[src/rtl/lutram_fifo64_ctrl.sv]
// 64-deep single-clock FIFO controller for a RAM64M-style LUTRAM.
// Define LUTRAM_FIFO_ERR_EN to add sticky overflow/underflow flags.
module lutram_fifo64_ctrl #(
    parameter int DW         = 4,
    parameter int AF_LVL     = 60,
    parameter int AE_LVL     = 4,
    parameter bit CLR_ON_RST = 1'b1
) (
    input  logic          clk,
    input  logic          rst,
    input  logic          flush,
    input  logic          wr_en,
    input  logic [DW-1:0] wr_data,
    output logic          full,
    output logic          afull,
    input  logic          rd_en,
    output logic [DW-1:0] rd_data,
    output logic          empty,
    output logic          aempty,
    output logic [6:0]    level,
    output logic          busy
`ifdef LUTRAM_FIFO_ERR_EN
    ,
    input  logic          err_clr,
    output logic          ovf,
    output logic          unf
`endif
);
    typedef enum logic {S_INIT, S_RUN} state_t;

    state_t        state;
    logic [5:0]    wr_ptr;
    logic [5:0]    rd_ptr;
    logic [5:0]    clr_cnt;
    logic [DW-1:0] mem [64];
    logic          run;
    logic          push;
    logic          pop;
    logic          we;
    logic [5:0]    waddr;
    logic [DW-1:0] wdata;
    logic [6:0]    level_nx;

    assign run  = (state == S_RUN);
    assign push = run & ~flush & wr_en & ~full;
    assign pop  = run & ~flush & rd_en & ~empty;

    always_comb begin
        level_nx = level;
        case ({push, pop})
            2'b10:   level_nx = level + 7'd1;
            2'b01:   level_nx = level - 7'd1;
            default: level_nx = level;
        endcase
    end

    // Shared write port: clear sequencer owns it outside RUN.
    assign we    = ~run | push;
    assign waddr = run ? wr_ptr : clr_cnt;
    assign wdata = run ? wr_data : '0;

    always_ff @(posedge clk) begin
        if (we)
            mem[waddr] <= wdata;
    end

    assign rd_data = mem[rd_ptr];

    always_ff @(posedge clk or posedge rst) begin
        if (rst) begin
            state   <= CLR_ON_RST ? S_INIT : S_RUN;
            busy    <= CLR_ON_RST;
            full    <= CLR_ON_RST;
            empty   <= 1'b1;
            aempty  <= 1'b1;
            afull   <= 1'b0;
            level   <= 7'd0;
            wr_ptr  <= 6'd0;
            rd_ptr  <= 6'd0;
            clr_cnt <= 6'd0;
        end else begin
            unique case (state)
                S_INIT: begin
                    clr_cnt <= clr_cnt + 6'd1;
                    if (clr_cnt == 6'd63) begin
                        state <= S_RUN;
                        busy  <= 1'b0;
                        full  <= 1'b0;
                    end
                end
                S_RUN: begin
                    if (flush) begin
                        wr_ptr  <= 6'd0;
                        rd_ptr  <= 6'd0;
                        level   <= 7'd0;
                        empty   <= 1'b1;
                        aempty  <= 1'b1;
                        afull   <= 1'b0;
                        clr_cnt <= 6'd0;
                        if (CLR_ON_RST) begin
                            state <= S_INIT;
                            busy  <= 1'b1;
                            full  <= 1'b1;
                        end else begin
                            full  <= 1'b0;
                        end
                    end else begin
                        if (push)
                            wr_ptr <= wr_ptr + 6'd1;
                        if (pop)
                            rd_ptr <= rd_ptr + 6'd1;
                        level  <= level_nx;
                        full   <= (level_nx == 7'd64);
                        empty  <= (level_nx == 7'd0);
                        afull  <= (level_nx >= 7'(AF_LVL));
                        aempty <= (level_nx <= 7'(AE_LVL));
                    end
                end
            endcase
        end
    end

`ifdef LUTRAM_FIFO_ERR_EN
    // Clear first, then set, so a new error wins over err_clr.
    always_ff @(posedge clk or posedge rst) begin
        if (rst) begin
            ovf <= 1'b0;
            unf <= 1'b0;
        end else begin
            if (err_clr || (run && flush)) begin
                ovf <= 1'b0;
                unf <= 1'b0;
            end
            if (run && !flush && wr_en && full)
                ovf <= 1'b1;
            if (run && !flush && rd_en && empty)
                unf <= 1'b1;
        end
    end
`endif

endmodule

[config.mk]
export PLATFORM = sky130hd
export DESIGN_NAME = lutram_fifo64_ctrl
export DESIGN_NICKNAME = d
export VERILOG_FILES = /design/src/rtl/lutram_fifo64_ctrl.sv
export SDC_FILE = /design/constraint.sdc
export NUM_CORES = 1
export LEC_CHECK = 0
export CAP_MARGIN = 20
export CORE_MARGIN = 8
export CORE_UTILIZATION = 65
export DETAILED_ROUTE_END_ITERATION = 7
export PLACE_DENSITY = 0.83
export SETUP_SLACK_MARGIN = 0.1
export SYNTH_ARGS = -nofsm -noshare
export SYNTH_HDL_FRONTEND = slang
export SYNTH_SLANG_ARGS = --single-unit
export TNS_END_PERCENT = 100
[constraint.sdc]
create_clock -name clk -period 7.8 [get_ports clk]
set_input_delay 1.95 -clock clk [delete_from_list [all_inputs] [get_ports clk]]
set_output_delay 1.95 -clock clk [all_outputs]
set_load 0.01 [all_outputs]
Word-level counts from Yosys, hierarchy flattened
Memory sizes are Yosys's and may differ from the RTL's.
Index checks and enable logic that the tools add are counted.

word-level totals
  bits in registers = 31
  latch bits = 0
  bits in writable memories = 256
  ROM bits = 0
  bits of input ports = 9
  word-level logic and storage cells = 63
  memories kept = 1

operators by class
  $add $sub $neg = 5
  multipliers = 0
  divide/modulo/power cells = 0
  order comparisons = 2
  equal/unequal tests = 6
  shift operators = 0
  muxes and demuxes = 23
  bitwise gates (word level) = 10
  reduce and logical (&&, ||, !) cells = 6

memories
  memory  depth  bits a word  read ports  clocked after Yosys merged registers in  write ports  line  RTL
  mem     64     4            1           0                                        1            35    logic [DW-1:0] mem [64];

operator list
  operator                                                         number
  two-way mux 6 bit                                                6
  adder 6 x 1 -> 6 bit (second input constant)                     3
  case mux 7 bit (2 select lines)                                  1
  case mux 6 bit (2 select lines)                                  1
  two-way mux 1 bit                                                10
  adder 7 x 1 -> 7 bit (second input constant)                     1
  == test 7 bit (second input constant)                            1
  >= comparator 7 x 6 -> 1 bit (second input constant)             1
  less-or-equal comparator 7 x 3 -> 1 bit (second input constant)  1
  logical NOT 7 bit                                                1
  two-way mux 7 bit                                                1
  subtractor 7 x 1 -> 7 bit (second input constant)                1
  == test 6 bit (second input constant)                            1
  case mux 1 bit (2 select lines)                                  3
  AND reduction 2 bit                                              3
  AND 1 bit                                                        5
  two-way mux 4 bit                                                1
  inverter 1 bit                                                   4
  nonzero test 2 bit                                               2
  == test 2 x 1 -> 1 bit (second input constant)                   1
  == test 2 bit (second input constant)                            1
  inequality test 2 x 1 -> 1 bit (second input constant)           1
  inequality test 2 bit (second input constant)                    1
  OR 1 bit                                                         1

Depth between registers and ports, before layout
Gate-level depths: netlist (run 1).

  depth after elaboration = 9
  mapped depth = 13
  mapped depth without buffers = 11

Worst setup path after synthesis (run 1)
No wires, ideal clock.

  path type = input -> register
  from = input port flush
  to = register full
  setup time = 0.105 ns
  arrival time = 4.132 ns
  setup slack = 3.562 ns
  stages = 12
  path buffers = 1
  path through = nand4bb_1 buf_4 nor2_2 xor2_1 ha_1 nor4_1 nor3_1 a311oi_1 o21ai_1 xnor2_1 inv_1 o41ai_1

between the ends
  word-level cells in the longest chain between the ends = 9
  elaborated cells between the ends (all ways) = 12

RTL lines
  item                                                     line    RTL
  start, declared                                          11      input logic flush,
  inverter 1 bit                                           45, 46
  AND 1 bit                                                45, 46
  AND 1 bit (on tied branches) (2 in a row)                46, 45
  == test 2 x 1 -> 1 bit or == test 2 bit (tied branches)  50      case ({push, pop})
  case mux 7 bit (2 select lines)                          50
  == test 7 bit                                            113     full <= (level_nx == 7'd64);
  two-way mux 1 bit *                                      92      if (flush) begin
  case mux 1 bit (2 select lines) *                        82      unique case (state)
  end signal, assigned                                     113
  end, declared                                            14      output logic full,

Mark *: on every way between the ends. The rest lies on a longest branch, timed or not.
A chain may end at the register's enable or synchronous reset.

Worst setup path after layout (run 1)
  from = register rd_ptr[0]
  to = output port rd_data[3]

between the ends
  word-level cells in the longest chain between the ends = 1

RTL lines
  item                      line  RTL
  start, declared           33    logic [5:0] rd_ptr;
  start signal, assigned    111   rd_ptr <= rd_ptr + 6'd1;
  memory read (64 x 4 bit)  n/a
  end, declared             17    output logic [DW-1:0] rd_data,

No other way between the ends.

==> results of run 1 <==
==> worst register-to-register path, delay by kind of cell, from the launching register on <==
kind	cells	cell delay (ns)
xor gates and xnor gates	1	0.18
and+or+nand+nor	5	1.15
adders and majority gates	1	0.33
buffers and inverters	2	0.47
DFF	1	0.61
AOI/OAI and AO/OA	3	0.78
==> where the power goes <==
group	internal (uW)	switching (uW)
Combinational	323	432
Clock	788	558
Sequential	1800	135
Total	2920	1130
==> worst min path at each step <==
stage,endpoint,slack (ns)
final,busy$_DFFE_PP1P_,0.50
after global routing,busy$_DFFE_PP1P_,0.54
after CTS,busy$_DFFE_PP1P_,0.50
after detailed placement,busy$_DFFE_PP1P_,0.49
after global placement,busy$_DFFE_PP1P_,0.49
after floorplan,busy$_DFFE_PP1P_,0.49
==> through the flow <==
step                      power, uW    util  cells  hold slack, ns  setup slack [ns]
after floorplan                2459       -    751          0.4945             3.562
after global placement         2662  0.6776    976          0.4877             2.295
after global routing           4168  0.7293   1030          0.5412             1.427
after detailed placement       2703  0.6776    976          0.4894             2.162
final                          4041  0.7293   1030          0.5007             1.758
after CTS                      4045  0.7278   1029          0.5014             1.659
==> per-layer routing <==
layer,track usage,up-vias
li1,-,3011
met2,0.3793,492
met1,0.3260,3571
met3,0.03602,65
met5,0,-
met4,0.07823,0
==> logic make-up (layout without fill, tap and decap cells) <==
kind of cell,count (synthesis),count (layout),synth area share
compound gates,111,111,0.06171
buf+inv,52,97,0.02140
flops,287,287,0.6962
mux,96,96,0.1371
xor+xnor,14,14,0.01008
fa+ha+maj,5,5,0.005143
simple gates,186,186,0.06840
==> cell usage in the layout (no fill, tap or decap), types with 16 or more instances in the layout <==
master | synthesis | routed
nor2_1 | 88 | 88
o221ai_1 | 16 | 16
clkbuf_16 | 0 | 29
o21ai_0 | 17 | 17
clkdlybuf4s50_1 | 0 | 24
mux4_2 | 55 | 55
edfxtp_1 | 256 | 256
mux2i_1 | 38 | 38
dfrtp_1 | 27 | 25
nand2_1 | 44 | 44
a21oi_1 | 24 | 24
==> registers in the layout (all words and copies together) (netlist names) <==
register,flops
mem,256
level,7
clr_cnt,6
rd_ptr,6
wr_ptr,6
aempty,1
afull,1
busy,1
empty,1
full,1
run,1
==> cells in the mapped netlist (3+ instances only) <==
cell	n	area, um^2
a21oi_1	24	120.1
a22o_1	5	43.79
and2_1	6	37.54
buf_1	3	11.26
buf_2	10	50.05
buf_4	5	37.54
clkbuf_1	19	71.32
dfrtp_1	27	675.7
dfstp_2	4	105.1
edfxtp_1	256	7687
ha_1	5	62.56
inv_1	8	30.03
mux2i_1	38	380.4
mux4_2	55	1239
nand2_1	44	165.2
nand2b_1	6	37.54
nand3_1	8	40.04
nand4_1	7	43.79
nor2_1	88	330.3
nor3_1	6	30.03
nor3b_1	5	37.54
o21ai_0	17	85.08
o21ai_1	9	45.04
o221ai_1	16	140.1
o22ai_1	14	87.58
o2bb2ai_1	4	35.03
or3_1	3	18.77
xnor2_1	6	52.55
xor2_1	8	70.07
==> area by class of cell <==
class                           instances  share of cell area
Inverter                               12            0.003521
Multi-Input combinational cell        412              0.2548
Timing Repair Buffer                   32             0.02372
Clock buffer                           40             0.05976
Clock inverter                         13            0.009080
Sequential cell                       287              0.6274
Tap cell                              234             0.02168
==> impl_results.md, run 1 <==
* Final Setup Violations at 0
* Routed length on met3 at 2694 um
* Worst hold stages at 2
* Maximum root-to-sink buffer count at 3
* Initial antenna violation count at 0
* # nets final at 788
* Sink Count at 287
* Synth async-reset ratio at 0.1080
* End of the critical path: rd_data[3]
* Setup TNS at 0 ns
* DP Area at 12,550 um^2
* Number of cell rows at 50
* Clk root buf: clkbuf_16
* YS warnings at 0
* Max Used Layer: met4
* Final instance area at 13,500 um^2
* RSZ-0062 raised after global routing: false
* Crit path buffers/inverters at 2
* Metal1 wirelength at 10,420 um
* CP required at 5.85 ns
* Die height at 152.8 um
* Worst path cell trace: buf_4, mux4_2, o21ai_0, a21oi_1, mux4_2, clkdlybuf4s50_1
* Reg-to-reg setup timing slack at 4.17 ns
* I/O Pins at 25
* Max Cap Viol at 0
* Die W at 152.8 um
* Hold WC Path Type: register to register
* First-pass GRT wire length at 42,730 um
* Initial core utilization at 0.6569
* Largest net degree at the start of global routing at 65
* #FFs+latches synth at 287
* Max VDD drop at 0.2097 mV
* Clk_lat worst skew at 0.54 ns
* Syn nets at 765
* Crit path depth at 6
* Vias/cell at 6.931
* Crit. End Element: primary output
* RR Endpoint: empty$_DFFE_PP1P_
* Pleak at 0.004367 uW
* CP max stage cell: dfrtp_4
* CTS H-tree depth at 1
* Cell count after synthesis at 751
* Crit-path max cell delay at 1.08 ns
* Drt pass-1 iters at 5
* Min-delay src: busy$_DFFE_PP1P_
* Worst path most repeated cell: mux4_2
* Critical Path Start: rd_ptr[0]$_DFFE_PP0P_
* Cts hold-fix bufs at 0
* DR WL met2 at 13,390 um
* DR iter-0 viols at 1,060
* Synth cell types at 62
* Max Clock Freq at 165.5 MHz
* Reg area at 8473 um^2
* Setup bufs post-CTS at 0
* Pwr dens at 299.2 nW/um^2
* Post-synth top flop: edfxtp_1
* Multi-input gate area at 3441 um^2
* Crit-path leading delay family: buffers and inverters
* Syn Std Cell Area at 12,160 um^2
* Setup crit start kind: register
* CTS buffer count at 29
* Gr ovfl total at 0
* Layout area overhead at 11.02%
* PostCTS Resize Cnt at 0
* Routed Antenna Nets at 0
* Final clock period utilization by the worst path at 0.7747
* HPWL Detailed at 16,660 um
* GRT Total Usage at 0.2352
* Die ar. at 23,350 um^2
* Layout cells sized above 1 at 0.1595
* TritonCTS clock tree: done
* Routed WL at 27,310 um
* Vias in the first global route at 7,059
* Slew HR at 0.3309
* Fill cells at 1,044
* Core Region at 18,520 um^2
* DR DRC count at 0
* Syn Area/Cell at 16.20 um^2
* Wire length per cell at 26.52 um
* Worst-path maximum fanout at 53
* Register area share after synthesis at 0.6962
* CP arrival at 4.09 ns
* Reg2reg path depth at 12
* Reg clk slew, reported paths at 0.06 ns
* EDFF count, synth at 256
* R2r startpoint: run$_DFF_PP0_
* Worst Skew at 0.01701 ns
* Fin crit period at 6.042 ns
* Routability cong. at 0.8327
* I/O Buffers at 24
* Status: completed
* Number of antenna diodes at 0
* Final Hold Fails at 0
* Worst Tran Pin Value at 1.004 ns
* Final slew viol count at 0
* Setup CP Type: register to primary output
* Via count at 7,139
(Power assumes the default switching activity.)
==> inputs of run 2 (changes only) <==
--- a/config.mk
+++ b/config.mk
@@ -7,9 +7,9 @@
 export LEC_CHECK = 0
 export CAP_MARGIN = 20
 export CORE_MARGIN = 8
-export CORE_UTILIZATION = 65
+export CORE_UTILIZATION = 62
 export DETAILED_ROUTE_END_ITERATION = 7
-export PLACE_DENSITY = 0.83
+export PLACE_DENSITY = 0.79
 export SETUP_SLACK_MARGIN = 0.1
 export SYNTH_ARGS = -nofsm -noshare
 export SYNTH_HDL_FRONTEND = slang
==> constraint.sdc (replaced) <==
create_clock -name clk -period 5.7 [get_ports clk]
set_input_delay 1.425 -clock clk [delete_from_list [all_inputs] [get_ports clk]]
set_output_delay 1.425 -clock clk [all_outputs]
set_load 0.01 [all_outputs]
==> run 2 against run 1 <==
Power grew 34%. Clock skew shrank 0.0065 ns. First-iteration DRC count shrank 31%. Register-to-register slack lost 1.7 ns. Critical path type unchanged.
==> impl_results.md, run 2 (synthesis results as in run 1) <==
* Crit path buffers/inverters at 3
* CP required at 4.28 ns
* Gr ovfl total at 0
* Vias/cell at 6.598
* Largest net degree at the start of global routing at 65
* Core Region at 19,330 um^2
* NetSw at 1525 uW
* Status: completed
* Final Hold Fails at 0
* Slew HR at 0.5404
* Crit. End Element: primary output
* Setup crit start kind: register
* Final slew viol count at 0
* Worst Tran Pin Value at 0.6894 ns
* HPWL Detailed at 16,150 um
* Final clock period utilization by the worst path at 0.9104
* Comb pwr share at 0.204
* TritonCTS clock tree: done
* Top reg by flops: mem
* Crit-path leading delay family: buffers and inverters
* Routed WL at 26,110 um
* Pint at 3895 uW
* Max Cap Viol at 0
* Final instance area at 13,520 um^2
* Routed Antenna Nets at 0
* Initial antenna violation count at 0
* Biggest regs: mem x256, level x7
* Final core occ at 0.6993
* Sw frac at 0.2813
* Wire length per cell at 24.49 um
* PostCTS Resize Cnt at 0
* Clk root buf: clkbuf_16
* Worst-path maximum fanout at 33
* RSZ-0062 raised after global routing: false
* Most frequent cells in the layout: 256 x edfxtp_1, 88 x nor2_1, 55 x mux4_2
* Worst path cell trace: buf_12, buf_4, mux2i_1, o221ai_1, o22ai_1, a21oi_1, mux4_2, clkdlybuf4s50_1
* Hold WC Path Type: register to register
* Die ar. at 24,360 um^2
* CP arrival at 3.76 ns
* Worst hold stages at 2
* CP max stage cell: dfrtp_4
* Max VDD drop at 0.2776 mV
* Initial core utilization at 0.6291
* Routability cong. at 0.9319
* Fin crit period at 5.189 ns
* Clock network power share at 0.317
* DR iter-0 viols at 729
* Drt pass-1 iters at 5
* Maximum root-to-sink buffer count at 3
* Setup CP Type: register to primary output
* Pleak at 0.004365 uW
* Number of cell rows at 51
* DR DRC count at 0
* Die W at 156.1 um
* Layout cells sized above 1 at 0.1586
* Die height at 156.1 um
* Via count at 7,033
* CTS H-tree depth at 1
* I/O Buffers at 24
* Commonest non-fill, non-tap cell in the layout: edfxtp_1
* Multi-input gate area at 3441 um^2
* Crit path depth at 8
* Layout area overhead at 11.16%
* Reg2reg path depth at 12
* Setup bufs post-CTS at 0
* Reg area at 8473 um^2
* CTS buffer count at 28
* Max reg flops at 256
* Clk_lat worst skew at 0.53 ns
* Cts hold-fix bufs at 0
* Final Setup Violations at 0
* Crit-path max cell delay at 0.72 ns
* # nets final at 793
* Number of antenna diodes at 0
* Sequential power share at 0.479
* Vias in the first global route at 7,095
* Reg clk slew, reported paths at 0.07 ns
* I/O Pins at 25
* Setup TNS at 0 ns
* Sink Count at 287
* Pwr dens at 400.9 nW/um^2
* First-pass GRT wire length at 40,250 um
* Fill cells at 1,197
* Max Clock Freq at 192.7 MHz
* GRT Total Usage at 0.2177
* DP Area at 12,640 um^2
* Worst Skew at 0.01053 ns
==> run 2: changes by cell type in the layout (fill, tap and decap cells not counted), sizes merged <==
cell and change:
clkinv +9, bufinv -1, clkbuf -8, buf +6, clkinvlp -1
==> run 2: path summary, 6_finish.rpt <==
| check | slack (ns) | from | endpoint |
|---|---|---|---|
| max in group asynchronous | 4.08 | rst | rd_ptr[0]$_DFFE_PP0P_ |
| min in group asynchronous | 1.28 | rst | rd_ptr[2]$_DFFE_PP0P_ |
| max | 0.51 | rd_ptr[0]$_DFFE_PP0P_ | rd_data[3] |
| max reg2reg | 2.47 | empty$_DFFE_PP1P_ | full$_DFFE_PP1P_ |
| min | 0.51 | busy$_DFFE_PP1P_ | busy$_DFFE_PP1P_ |
| min reg2reg | 0.51 | busy$_DFFE_PP1P_ | busy$_DFFE_PP1P_ |
==> run 2: final cells by class <==
| class | count | share of cell area |
|---|---|---|
| clock buffer | 32 | 0.05450 |
| clock inverter | 20 | 0.008976 |
| inverter | 12 | 0.003516 |
| multi-input combinational | 412 | 0.2545 |
| sequential | 287 | 0.6266 |
| tap | 265 | 0.02452 |
| timing repair buffer | 38 | 0.02739 |
==> run 2: worst register-to-register path, delay by kind of cell (launching register included) <==
family | cells | cell delay [ns]
and+or+nand+nor | 4 | 0.91
AOI/OAI and AO/OA | 3 | 0.83
xor gates and xnor gates | 2 | 0.44
DFF | 1 | 0.39
buffers and inverters | 2 | 0.28
adders and majority gates | 1 | 0.28
==> run 2: power groups by stage <==
stage	logic [uW]	registers, uW	clock network (uW)
after CTS	1100	2600	1730
final	1100	2600	1720
after global placement	1060	2630	0
after floorplan	797	2570	0
after global routing	1170	2620	1810
after detailed placement	1090	2640	0
==> run 2: metrics by stage <==
step,instances,hold WS (ns),power [uW],worst slack [ns]
floorplan,751,0.4945,3365,1.987
global placement,1013,0.4911,3683,0.9804
detailed placement,1013,0.4928,3729,0.7643
CTS,1065,0.5068,5434,0.4883
global route,1066,0.5338,5593,0.3254
finish,1066,0.5051,5420,0.5108
==> run 2: routing by layer <==
metal	track usage	routed length, um	vias up
met3	0.03961	2268	62
met4	0.07394	690	0
li1	-	-	3030
met2	0.3654	13030	377
met5	0	0	-
met1	0.2827	10130	3564
==> inputs of run 3 (changes only) <==
--- a/config.mk
+++ b/config.mk
@@ -8,8 +8,9 @@
 export CAP_MARGIN = 20
 export CORE_MARGIN = 8
 export CORE_UTILIZATION = 62
+export CTS_CLUSTER_DIAMETER = 150
 export DETAILED_ROUTE_END_ITERATION = 7
-export PLACE_DENSITY = 0.79
+export PLACE_DENSITY = 0.78
 export SETUP_SLACK_MARGIN = 0.1
 export SYNTH_ARGS = -nofsm -noshare
 export SYNTH_HDL_FRONTEND = slang
==> run 3 against run 2 <==
Register-to-register slack worse by 0.04 ns. Cell count is 0.28% lower. Die area did not move. Largest power group unchanged. First-iteration DRC count grew 11%. Power grew 0.20%. Worst hold slack got worse by 0.0088 ns. Largest cell class unchanged. Worst setup slack worse by 0.094 ns.
==> impl_results.md, run 3 (synthesis results as in run 1) <==
* Status: completed
* I/O Pins at 25
* Cts hold-fix bufs at 0
* Core Region at 19,330 um^2
* Pleak at 0.004344 uW
* Max reg flops at 256
* Routability cong. at 0.9039
* Drt pass-1 iters at 7
* Gr ovfl total at 0
* Layout area overhead at 11.06%
* Fill cells at 1,189
* Final slew viol count at 0
* Die ar. at 24,360 um^2
* Wire length per cell at 24.42 um
* Vias/cell at 6.536
* I/O Buffers at 24
* Total Power at 5431 uW
* Setup crit start kind: register
* Routed Antenna Nets at 0
* Layout cells sized above 1 at 0.1529
* Setup TNS at 0 ns
* TritonCTS clock tree: done
* HPWL Detailed at 16,210 um
* DR WL met2 at 12,730 um
* Finished Layout Cells at 1,063
* Max Cap Viol at 0
* Initial core utilization at 0.6291
* Biggest regs: mem x256, level x7
* Die height at 156.1 um
* Final Hold Fails at 0
* Worst Skew at 0.01459 ns
* Max Clock Freq at 189.3 MHz
* Inst Count DP at 1,010
* Final clock period utilization by the worst path at 0.9269
* First-pass GRT wire length at 40,590 um
* Final core occ at 0.6987
* Setup CP Type: register to primary output
* Via count at 6,948
* Reg-to-reg setup timing slack at 2.43 ns
* Routed WL at 25,960 um
* Fin crit period at 5.283 ns
* Max VDD drop at 0.3104 mV
* Commonest non-fill, non-tap cell in the layout: edfxtp_1
* Number of antenna diodes at 0
* Worst Tran Pin Value at 0.8528 ns
* Number of cell rows at 51
* DR DRC count at 0
* GRT Total Usage at 0.2191
* Maximum root-to-sink buffer count at 3
* Clk root buf: clkbuf_16
* Sink Count at 287
* Pwr dens at 402.0 nW/um^2
* Routed length on met3 at 2446 um
* Most frequent cells in the layout: 256 x edfxtp_1, 88 x nor2_1, 55 x mux4_2
* Vias in the first global route at 6,986
* CP arrival at 3.86 ns
* Clk_lat worst skew at 0.54 ns
* Top reg by flops: mem
* Worst-path maximum fanout at 23
* RSZ-0062 raised after global routing: false
* Final Setup Violations at 0
* Die W at 156.1 um
* Crit. End Element: primary output
* Metal1 wirelength at 10,280 um
* Reg clk slew, reported paths at 0.06 ns
* Largest net degree at the start of global routing at 65
* Setup bufs post-CTS at 0
* Initial antenna violation count at 0
* DR iter-0 viols at 809
* Hold WC Path Type: register to register
* Final hold slack at 0.4964 ns
* Slew HR at 0.4314
* CTS H-tree depth at 1
* PostCTS Resize Cnt at 0
* # nets final at 790
* Max Used Layer: met4
* CTS buffer count at 28
* CP required at 4.28 ns
[run 3: cell count changes in the layout (fill, tap and decap cells not counted)]
cell and change:
clkinv_2 -4, inv_6 +1, buf_4 -3, clkbuf_1 +11, clkinv_1 -9, clkbuf_8 +1
[run 3: path summary, 6_finish.rpt]
kind / cells after the start / to / startpoint
worst min-delay path: 2 / aempty$_DFFE_PP1P_ / aempty$_DFFE_PP1P_
worst max-delay path: 6 / rd_data[1] / rd_ptr[2]$_DFFE_PP0P_
worst min register to register: 2 / aempty$_DFFE_PP1P_ / aempty$_DFFE_PP1P_
max in group asynchronous: 3 / busy$_DFFE_PP1P_ / rst
worst max register to register: 10 / empty$_DFFE_PP1P_ / full$_DFFE_PP1P_
min in group asynchronous: 2 / level[5]$_DFFE_PP0P_ / rst
[run 3: metrics by stage]
stage	setup slack [ns]	area [um^2]
global placement	0.9851	12620
global route	0.3082	13510
CTS	0.4879	13490
detailed placement	0.7903	12620
floorplan	1.987	12160
finish	0.4167	13510
[run 3: metal layers]
metal / track usage / vias to the layer above
met5: 0 / -
li1: - / 3022
met4: 0.05823 / 0
met1: 0.2993 / 3443
met3: 0.04349 / 45
met2: 0.3561 / 438
[run 3: final cells by class]
type,count,area (um^2),share of cell area
multi-input cells,412,3441,0.2547
clock inverters,8,76.32,0.005650
well taps,265,331.6,0.02454
clock buffers,44,792.0,0.05863
repair buffers,35,347.8,0.02575
inverters,12,47.55,0.003519
flip-flops and latches,287,8473,0.6272
[run 3: where the power goes]
part	switching [uW]	leakage (uW)	internal, uW
combinational	643	0.00116	450
clock	746	0.000419	1000
sequential	120	0.00276	2470
total	1510	0.00434	3920
[run 3: critical path, stage by stage, from the launching register on]
cell             delay [ns]
dfrtp_1                0.90
nand2_1                0.66
o221ai_1               0.46
o21ai_0                0.18
a21oi_1                0.28
mux4_2                 0.29
clkdlybuf4s50_1        0.54
